## src/rtl/result_restore.sv

```systemverilog
// rtl/result_restore.sv - rebuilds the final IEEE-754 double from sin/cos/sqrt core output
//
// Purpose: takes the raw double from the compute core plus the upstream
// exponent offset (sqrt) or quadrant tag (sin/cos) and produces the final
// result through a fixed IDLE -> CALC -> PACK -> OUT sequence.
//
// Ports:
//   clk        - system clock, rising edge
//   rst_n      - asynchronous active-low reset
//   start      - one-cycle request, accepted only in IDLE
//   mode       - 4=sin, 5=cos, 6=sqrt, anything else passes raw through
//   raw_result - double from the compute core
//   exponent   - sqrt exponent offset, bit10=subtract, bits[9:0]=magnitude
//   quadrant   - sin/cos quadrant tag, 1..4 meaningful
//   result     - restored double, registered
//   done       - one-cycle pulse when result/invalid update
//   busy       - high in every state except IDLE
//   invalid    - set when the canonical quiet NaN was forced
module result_restore #(
    parameter int          EXP_BIAS = 1023,
    parameter logic [63:0] QNAN     = 64'h7FF8000000000000
) (
    input  logic        clk,
    input  logic        rst_n,
    input  logic        start,
    input  logic [2:0]  mode,
    input  logic [63:0] raw_result,
    input  logic [10:0] exponent,
    input  logic [2:0]  quadrant,
    output logic [63:0] result,
    output logic        done,
    output logic        busy,
    output logic        invalid
);

    localparam logic [1:0] S_IDLE = 2'd0;
    localparam logic [1:0] S_CALC = 2'd1;
    localparam logic [1:0] S_PACK = 2'd2;
    localparam logic [1:0] S_OUT  = 2'd3;

    // All-ones biased exponent (Inf/NaN) derived from the bias.
    localparam logic [10:0] EXP_MAX = 11'(2 * EXP_BIAS + 1);
    localparam logic [63:0] POS_INF = {1'b0, EXP_MAX, 52'b0};

    logic [1:0]  state_q, state_d;
    logic [2:0]  mode_q;
    logic [63:0] raw_q;
    logic [10:0] exp_q;
    logic [2:0]  quad_q;
    logic [12:0] sum_q, sum_d;
    logic [63:0] pack_q, pack_d;
    logic        pack_inv_q, pack_inv_d;
    logic [63:0] result_q;
    logic        invalid_q;
    logic        done_q;
    logic        neg;

    always_comb begin
        state_d = state_q;
        case (state_q)
            S_IDLE:  if (start) state_d = S_CALC;
            S_CALC:  state_d = S_PACK;
            S_PACK:  state_d = S_OUT;
            default: state_d = S_IDLE;
        endcase
    end

    // 13-bit signed so that both overflow past 2047 and underflow below 1
    // are visible to the PACK stage.
    always_comb begin
        sum_d = {2'b00, raw_q[62:52]};
        if (exp_q[10]) begin
            sum_d = {2'b00, raw_q[62:52]} - {3'b000, exp_q[9:0]};
        end else begin
            sum_d = {2'b00, raw_q[62:52]} + {3'b000, exp_q[9:0]};
        end
    end

    always_comb begin
        pack_d     = raw_q;
        pack_inv_d = 1'b0;
        neg        = 1'b0;
        case (mode_q)
            3'd6: begin
                if (raw_q[62:52] == 11'd0) begin
                    pack_d = {raw_q[63], 63'b0};
                end else if (raw_q[63]) begin
                    pack_d     = QNAN;
                    pack_inv_d = 1'b1;
                end else if (raw_q[62:52] == EXP_MAX) begin
                    pack_d = raw_q;
                end else if (!sum_q[12] && (sum_q >= {2'b00, EXP_MAX})) begin
                    pack_d = POS_INF;
                end else if (sum_q[12] || (sum_q == 13'd0)) begin
                    pack_d = 64'd0;
                end else begin
                    pack_d = {1'b0, sum_q[10:0], raw_q[51:0]};
                end
            end
            3'd4, 3'd5: begin
                // Quadrant tags outside 1..4 leave the core value untouched.
                if ((quad_q >= 3'd1) && (quad_q <= 3'd4)) begin
                    if (mode_q == 3'd4) begin
                        neg = (quad_q == 3'd3) || (quad_q == 3'd4);
                    end else begin
                        neg = (quad_q == 3'd2) || (quad_q == 3'd3);
                    end
                    if (raw_q[62:0] == 63'd0) begin
                        pack_d = 64'd0;
                    end else begin
                        pack_d = {raw_q[63] ^ neg, raw_q[62:0]};
                    end
                end
            end
            default: begin
                pack_d = raw_q;
            end
        endcase
    end

    always_ff @(posedge clk or negedge rst_n) begin
        if (!rst_n) begin
            state_q    <= S_IDLE;
            mode_q     <= 3'd0;
            raw_q      <= 64'd0;
            exp_q      <= 11'd0;
            quad_q     <= 3'd0;
            sum_q      <= 13'd0;
            pack_q     <= 64'd0;
            pack_inv_q <= 1'b0;
            result_q   <= 64'd0;
            invalid_q  <= 1'b0;
            done_q     <= 1'b0;
        end else begin
            state_q <= state_d;
            done_q  <= 1'b0;
            case (state_q)
                S_IDLE: begin
                    if (start) begin
                        mode_q <= mode;
                        raw_q  <= raw_result;
                        exp_q  <= exponent;
                        quad_q <= quadrant;
                    end
                end
                S_CALC: begin
                    if (mode_q == 3'd6) begin
                        sum_q <= sum_d;
                    end
                end
                S_PACK: begin
                    pack_q     <= pack_d;
                    pack_inv_q <= pack_inv_d;
                end
                default: begin
                    result_q  <= pack_q;
                    invalid_q <= pack_inv_q;
                    done_q    <= 1'b1;
                end
            endcase
        end
    end

    assign result  = result_q;
    assign invalid = invalid_q;
    assign done    = done_q;
    assign busy    = (state_q != S_IDLE);

endmodule

```

## config.mk

```make
export PLATFORM = sky130hd
export DESIGN_NAME = result_restore
export DESIGN_NICKNAME = d
export VERILOG_FILES = /design/src/rtl/result_restore.sv
export SDC_FILE = /design/constraint.sdc
export NUM_CORES = 1
export LEC_CHECK = 0
export CAP_MARGIN = 20
export CORE_ASPECT_RATIO = 1.2
export CORE_MARGIN = 2
export CORE_UTILIZATION = 30
export DETAILED_ROUTE_END_ITERATION = 8
export RECOVER_POWER = 50
export SLEW_MARGIN = 20
export SYNTH_ARGS = -nofsm -noshare
export SYNTH_HDL_FRONTEND = slang
export SYNTH_SLANG_ARGS = --single-unit
```

## constraint.sdc

```tcl
create_clock -name clk -period 4.9 [get_ports clk]
set_input_delay 0.49 -clock clk [delete_from_list [all_inputs] [get_ports clk]]
set_output_delay 0.49 -clock clk [all_outputs]
set_load 0.03 [all_outputs]
```

---- Word-level counts from Yosys, hierarchy flattened ----
Index checks and enable logic that the tools add are counted.
operators by class
  eq/ne operators ......................... 10
  add/subtract/negate cells ............... 2
  magnitude comparators ................... 3
  multiplexer cells ....................... 18
  bitwise logic cells ..................... 1
  reductions and logical operators ........ 15
operator list
  kind                                                                                   count
  63-bit two-way mux                                                                     4
  64-bit two-way mux                                                                     3
  64-bit case mux with 2 select lines                                                    1
  63-bit logical NOT                                                                     1
  13-bit by 11-bit greater-or-equal comparator with 1-bit output, second input constant  1
  13-bit logical NOT                                                                     1
  13-bit two-way mux                                                                     1
  11-bit by 10-bit adder with 12-bit output                                              1
  3-bit == test, second input constant                                                   4
  11-bit by 10-bit subtractor with 12-bit output                                         1
  11-bit == test, second input constant                                                  1
  11-bit logical NOT                                                                     1
  1-bit two-way mux                                                                      7
  3-bit by 2-bit == test with 1-bit output, second input constant                        2
  2-bit case mux with 3 select lines                                                     1
  2-bit AND reduction                                                                    2
  3-bit by 1-bit greater-or-equal comparator with 1-bit output, second input constant    1
  3-bit less-or-equal comparator, second input constant                                  1
  1-bit logical OR                                                                       3
  3-bit OR reduction                                                                     1
  2-bit by 1-bit == test with 1-bit output, second input constant                        1
  2-bit == test, second input constant                                                   1
  1-bit logical AND                                                                      2
  2-bit logical NOT                                                                      1
  other kinds (6)                                                                        6
storage, ports and cells
  register bits ........................... 227

---- Logic depth before layout (Yosys ltp) ----
  word-level depth ........................ 9
  gate-level depth with buffers ........... 9
  depth with buffers taken out ............ 9

---- Worst setup path before layout ----
No wires, ideal clock.
  path type ............................... register -> register
  from .................................... reg raw_q[52]
  to ...................................... reg sum_q[10]
  arrival ................................. 1.943 ns
  stages on the path, launching flop included .. 10
  data required time ...................... 4.805 ns
  slack ................................... 2.862 ns
  path buffers ............................ 0
  setup time .............................. 0.095 ns
  period minus slack after synthesis ...... 2.038 ns
  cell sequence ........................... dfrtp_1 > inv_1 > ha_1 > fa_1 > nand2b_1 > a21oi_1 > o41ai_1 > a31oi_1 > a31oi_1 > o31ai_1
between the ends
  longest elaborated chain between the ends .. 2
  elaborated cells between the ends (all ways) .. 3
  classes of those cells .................. add/sub: 2; mux: 1
RTL lines
  item                                                                                                         RTL line  source
  start: declaration                                                                                           47        logic [63:0] raw_q;
  start signal: assignment                                                                                     141       raw_q <= raw_result;
  11-bit by 10-bit adder with 12-bit output or 11-bit by 10-bit subtractor with 12-bit output (tied branches)  75, 73
  13-bit two-way mux *                                                                                         72        if (exp_q[10]) begin
  end signal: assignment                                                                                       148       sum_q <= sum_d;
  end: declaration                                                                                             50        logic [12:0] sum_q, sum_d;
Mark *: on every way between the ends. The rest lies on a longest branch, timed or not.
A chain may end at the register's enable or synchronous reset.

---- Worst setup path in the final report ----
  from .................................... reg state_q[1]
  to ...................................... reg result_q[45] (netlist: result[45])
between the ends
  longest elaborated chain between the ends .. 2
  elaborated cells between the ends (all ways) .. 4
  classes of those cells .................. eq/ne: 2; reduce/logical: 2
RTL lines
  item                                                              RTL line  source
  start: declaration                                                45        logic [1:0] state_q, state_d;
  start signal: assignment                                          135       state_q <= state_d;
  2-bit by 1-bit == test with 1-bit output (tied with other cells)  137       case (state_q)
  3-bit OR reduction (no source line) *                             --
  end signal: assignment                                            156       result_q <= pack_q;
  end: declaration                                                  53        logic [63:0] result_q;
Marked as above.

==> impl_summary.txt <==
----------------------------------------------------
[STA]
  Final-layout setup total negative slack ... 0 ns
  Worst clock skew ... ~0.011 ns
  Unrepaired setup endpoints after global routing ... no
  Remaining max-slew budget at the tightest pin ... -1.234
  Highest attainable clock frequency ... 278.2 MHz
  Post-route minimum period ... roughly 3.6 ns
  Final number of hold-violating endpoints ... 0
  Total setup violations reported at the end of the flow ... 0
  Number of pins with negative max-slew slack in the final report ... 109
  Pin slew with the least headroom to its limit ... approximately 3.4 ns
  Share of the clock period used by the worst path after layout ... 0.7337

[Setup path]
  Register-to-register setup slack ... 1.30 ns
  Highest-delay cell along the critical path ... ha_1
  Delay of the slowest cell on the worst path ... 2.50 ns
  Launch point of the worst reg-to-reg path ... state_q[1]
  Cells on worst reg2reg path ... 2
  WS Path Type ... reg2reg
  Data required time of the critical path ... approximately 5.3 ns
  Startpoint Class ... register
  Critical Path, Cell by Cell ... ha_1, mux2_2
  Endpoint of the worst register-to-register path ... result[45]
  Worst setup EP type ... register
  Buffers & Inverters on Critical Path ... 0
  Worst-path maximum fanout ... 66
  Cell type group with the largest total delay on the critical path ... adder cells
  Arrival @ worst endpoint ... 3.99 ns

[Synth]
  Part of the Yosys area used for sequential elements ... 0.5575
  Mean instance size in the synthesized netlist ... about 12 um2
  Area share of the largest cell type after synthesis ... 0.5575
  Post-synthesis cell count ... around 830
  Area of the mapped netlist ... 10190 um2
  Warnings, synthesis ... 0
  Synth async-reset ratio ... 1.000
  Synth Net Count ... 940
  Top post-synthesis cells by area ... dfrtp_1 56%, mux2_2 16%, mux2i_1 5.3%
  Cell variety after synth ... 54
  Largest area contributor in the synthesized netlist ... dfrtp_1
  Most instantiated flip-flop cell in the synthesis netlist ... dfrtp_1
  Number of enable-type register cells in the synthesized netlist ... 0
  Post-synthesis sequential element count ... roughly 230

[Routing]
  ANT nets after route ... 0
  Detailed-route wire length per cell ... ~18 um
  Total Routed Length ... between 20 and 30 mm
  Iteration-0 DRC count of the detailed router ... around 230
  First-pass iteration count of the detailed router ... 5
  Via density per instance ... 4.735
  Number of DRC violations after detailed routing ... 0
  Total vias in the final route ... ~6800

[Global routing]
  GR Layer Usage met1 ... 0.1833
  Gr ovfl total ... 0
  Largest net degree at the start of global routing ... about 140
  Global-route track usage on met3 ... 0.03696
  Wire length of the first global-routing pass ... around 40 mm
  Fraction of met2 tracks used by global routing ... 0.2463
  GRT Max-Usage Layer ... met2
  Global router's overall resource usage ... 0.1447
  Number of global-route vias before repair ... just over 7000
  Antenna violations before repair ... 0

[Min path]
  Min-Delay Startpoint ... result[61]
  Worst hold endpoint ... result[61]
  Hold Path Class ... reg2reg
  Worst Hold Path Cells ... 1

[Finish]
  Share of post-route cells with drive strength above 1 ... 0.2062
  Number of inserted filler cells in the final layout ... roughly 3200
  Multi-input combinational cell area ... approximately 4200 um2
  Sequential standard cell area ... ~5700 um2
  Layout Area Growth over Synthesis ... 28.87%
  Layout Cells excl Fill ... 1445
  Final net count ... 1086

[Die]
  Die ar. ... 35460 um2
  Core box area ... 33340 um2
  Chip width ... around 170 um
  Cell row count ... between 70 and 80
  Y dimension of the die ... ~210 um
  Effective utilization at floorplan ... 0.3056
  Io pins ... 151

[Place]
  Post-placement cell count ... ~1400
  Number of buffers added on ports ... 150
  Weighted congestion reported at the end of routability-driven placement ... around 0.8
  Post-DP HPWL ... between 15 and 20 mm

[Power]
  Clock share of power ... 0.210
  Leakage power of the design ... roughly 0.0056 uW
  Net Switching ... approximately 3900 uW
  Total power density per cell area ... 779.6 nW/um2
  Power Internal ... 6328 uW
  Worst supply voltage drop on vdd ... around 0.36 mV
  Sequential power share ... 0.355
  Switching power share of the total ... 0.3817
  Fraction of power consumed by combinational cells ... 0.435

[CTS]
  Number of clock sinks ... 227
  Maximum clock insertion buffer count ... 3
  Post-CTS Repair Setup Buffers ... 0
  Clock network latency to the later pin of the worst-skew pair ... 0.53 ns
  CTS buffer count ... 26
  Clock root cell ... clkbuf_16
  Clock input transition at the sequential cells of the worst setup and hold paths ... around 0.060 ns
  Clock tree from TritonCTS ... yes
  Number of H-tree levels ... 1

[Run status]
  Outcome ... complete, but fails checks
  Violated checks ... capacitance limit, slew limit

[Job]
  Max capacitance violation total ... 2

----------------------------------------------------
==> logic make-up (layout without fill, tap and decap cells) <==
logic type,after synthesis,in the layout,share of synthesized area
AOI/OAI and AO/OA,106,106,0.06570
and+or+nand+nor,190,190,0.08953
other,0,1,0
buffers and inverters,71,236,0.03107
xor gates and xnor gates,7,7,0.006018
DFF,227,227,0.5575
adders and majority gates,27,27,0.03463
muxes,201,201,0.2155
==> cell usage after synthesis (4+ instances only) <==
master / n
mux2_2: 147
nor2b_1: 7
o21bai_1: 6
nor3_1: 8
nand2_1: 22
inv_1: 32
a21oi_1: 34
ha_1: 25
o31ai_1: 7
clkbuf_1: 28
nand2b_1: 7
nand4_1: 10
dfrtp_1: 227
a31oi_1: 8
nor4_1: 18
mux2i_1: 54
nand3_1: 11
buf_2: 4
buf_6: 6
o21a_1: 5
o21ai_0: 20
nor2_1: 92
xnor2_1: 6
==> power groups by stage <==
stage,clock network [uW],logic [uW],registers [uW]
final,2150,4460,3630
after global routing,2290,4890,3760
after CTS,2210,4480,3650
after detailed placement,0,4460,3660
after global placement,0,4410,3650
after floorplan,0,2690,3900
==> flip-flops by register name, summed over array words and instances, names as in the netlist <==
register,cells
done,1
result,64
state_q,2
mode_q,3
quad_q,3
invalid,1
pack_inv_q,1
pack_q,64
sum_q,13
exp_q,11
raw_q,64
==> worst max-delay path by stage <==
stage	from	end	slack (ns)	cells past startpoint
after floorplan	raw_q[52]	sum_q[10]	2.86	9
after detailed placement	raw_q[16]	pack_q[25]	1.73	7
after global routing	state_q[1]	result[45]	1.00	2
after global placement	raw_q[16]	pack_q[13]	1.75	7
after CTS	raw_q[16]	pack_q[16]	1.72	7
final	state_q[1]	result[45]	1.30	2
==> area by class of cell <==
class / count / share of cell area
flip-flops and latches: 227 / 0.4326
multi-input cells: 531 / 0.3208
repair buffers: 157 / 0.1215
clock buffers: 36 / 0.05860
well taps: 450 / 0.04288
clock inverters: 11 / 0.01429
inverters: 32 / 0.009148
diodes: 1 / 0.0001906
==> through the flow <==
step	worst slack [ns]	total power (uW)	hold slack, ns	instance area, um2	utilization
2_1_floorplan	2.862	6590	0.1944	10190	-
3_3_place_gp	1.754	8055	0.4910	12140	0.3640
3_5_place_dp	1.726	8118	0.4959	12140	0.3640
4_1_cts	1.718	10340	0.1597	13090	0.3928
5_1_grt	1.001	10950	0.5206	13130	0.3938
6_report	1.305	10240	0.5055	13130	0.3938
==> cells in the final DEF (no fill, tap or decap), drive strengths merged, types with 3 or more instances in the layout <==
cell / netlist / routed
dfrtp: 227 / 227
clkdlybuf4s50: 0 / 149
mux2: 147 / 147
nor2: 93 / 93
mux2i: 54 / 54
clkbuf: 28 / 37
a21oi: 35 / 35
inv: 32 / 33
ha: 25 / 25
nand2: 22 / 22
o21ai: 20 / 20
nor4: 20 / 20
nand3: 11 / 11
nand4: 10 / 10
nor3: 9 / 9
a31oi: 8 / 8
nand2b: 7 / 7
o31ai: 7 / 7
nor2b: 7 / 7
xnor2: 6 / 6
o21bai: 6 / 6
buf: 11 / 6
o21a: 5 / 5
bufinv: 0 / 5
clkinv: 0 / 5
o31a: 3 / 3
o211ai: 3 / 3
a2bb2oi: 3 / 3
==> timing repair <==
item | CTS | global route
endpoints found under the hold margin | 0 | 41
resized for setup | 0 | 0
hold buffers | 0 | 1
==> layer usage <==
metal  vias to the layer above  routed length [um]
met4                         0                 535
met1                      3409               10750
met2                       170               12690
li1                       3227                   -
met5                         -                   0
met3                        36                1581
No activity file was read; power rests on OpenSTA's default activity.
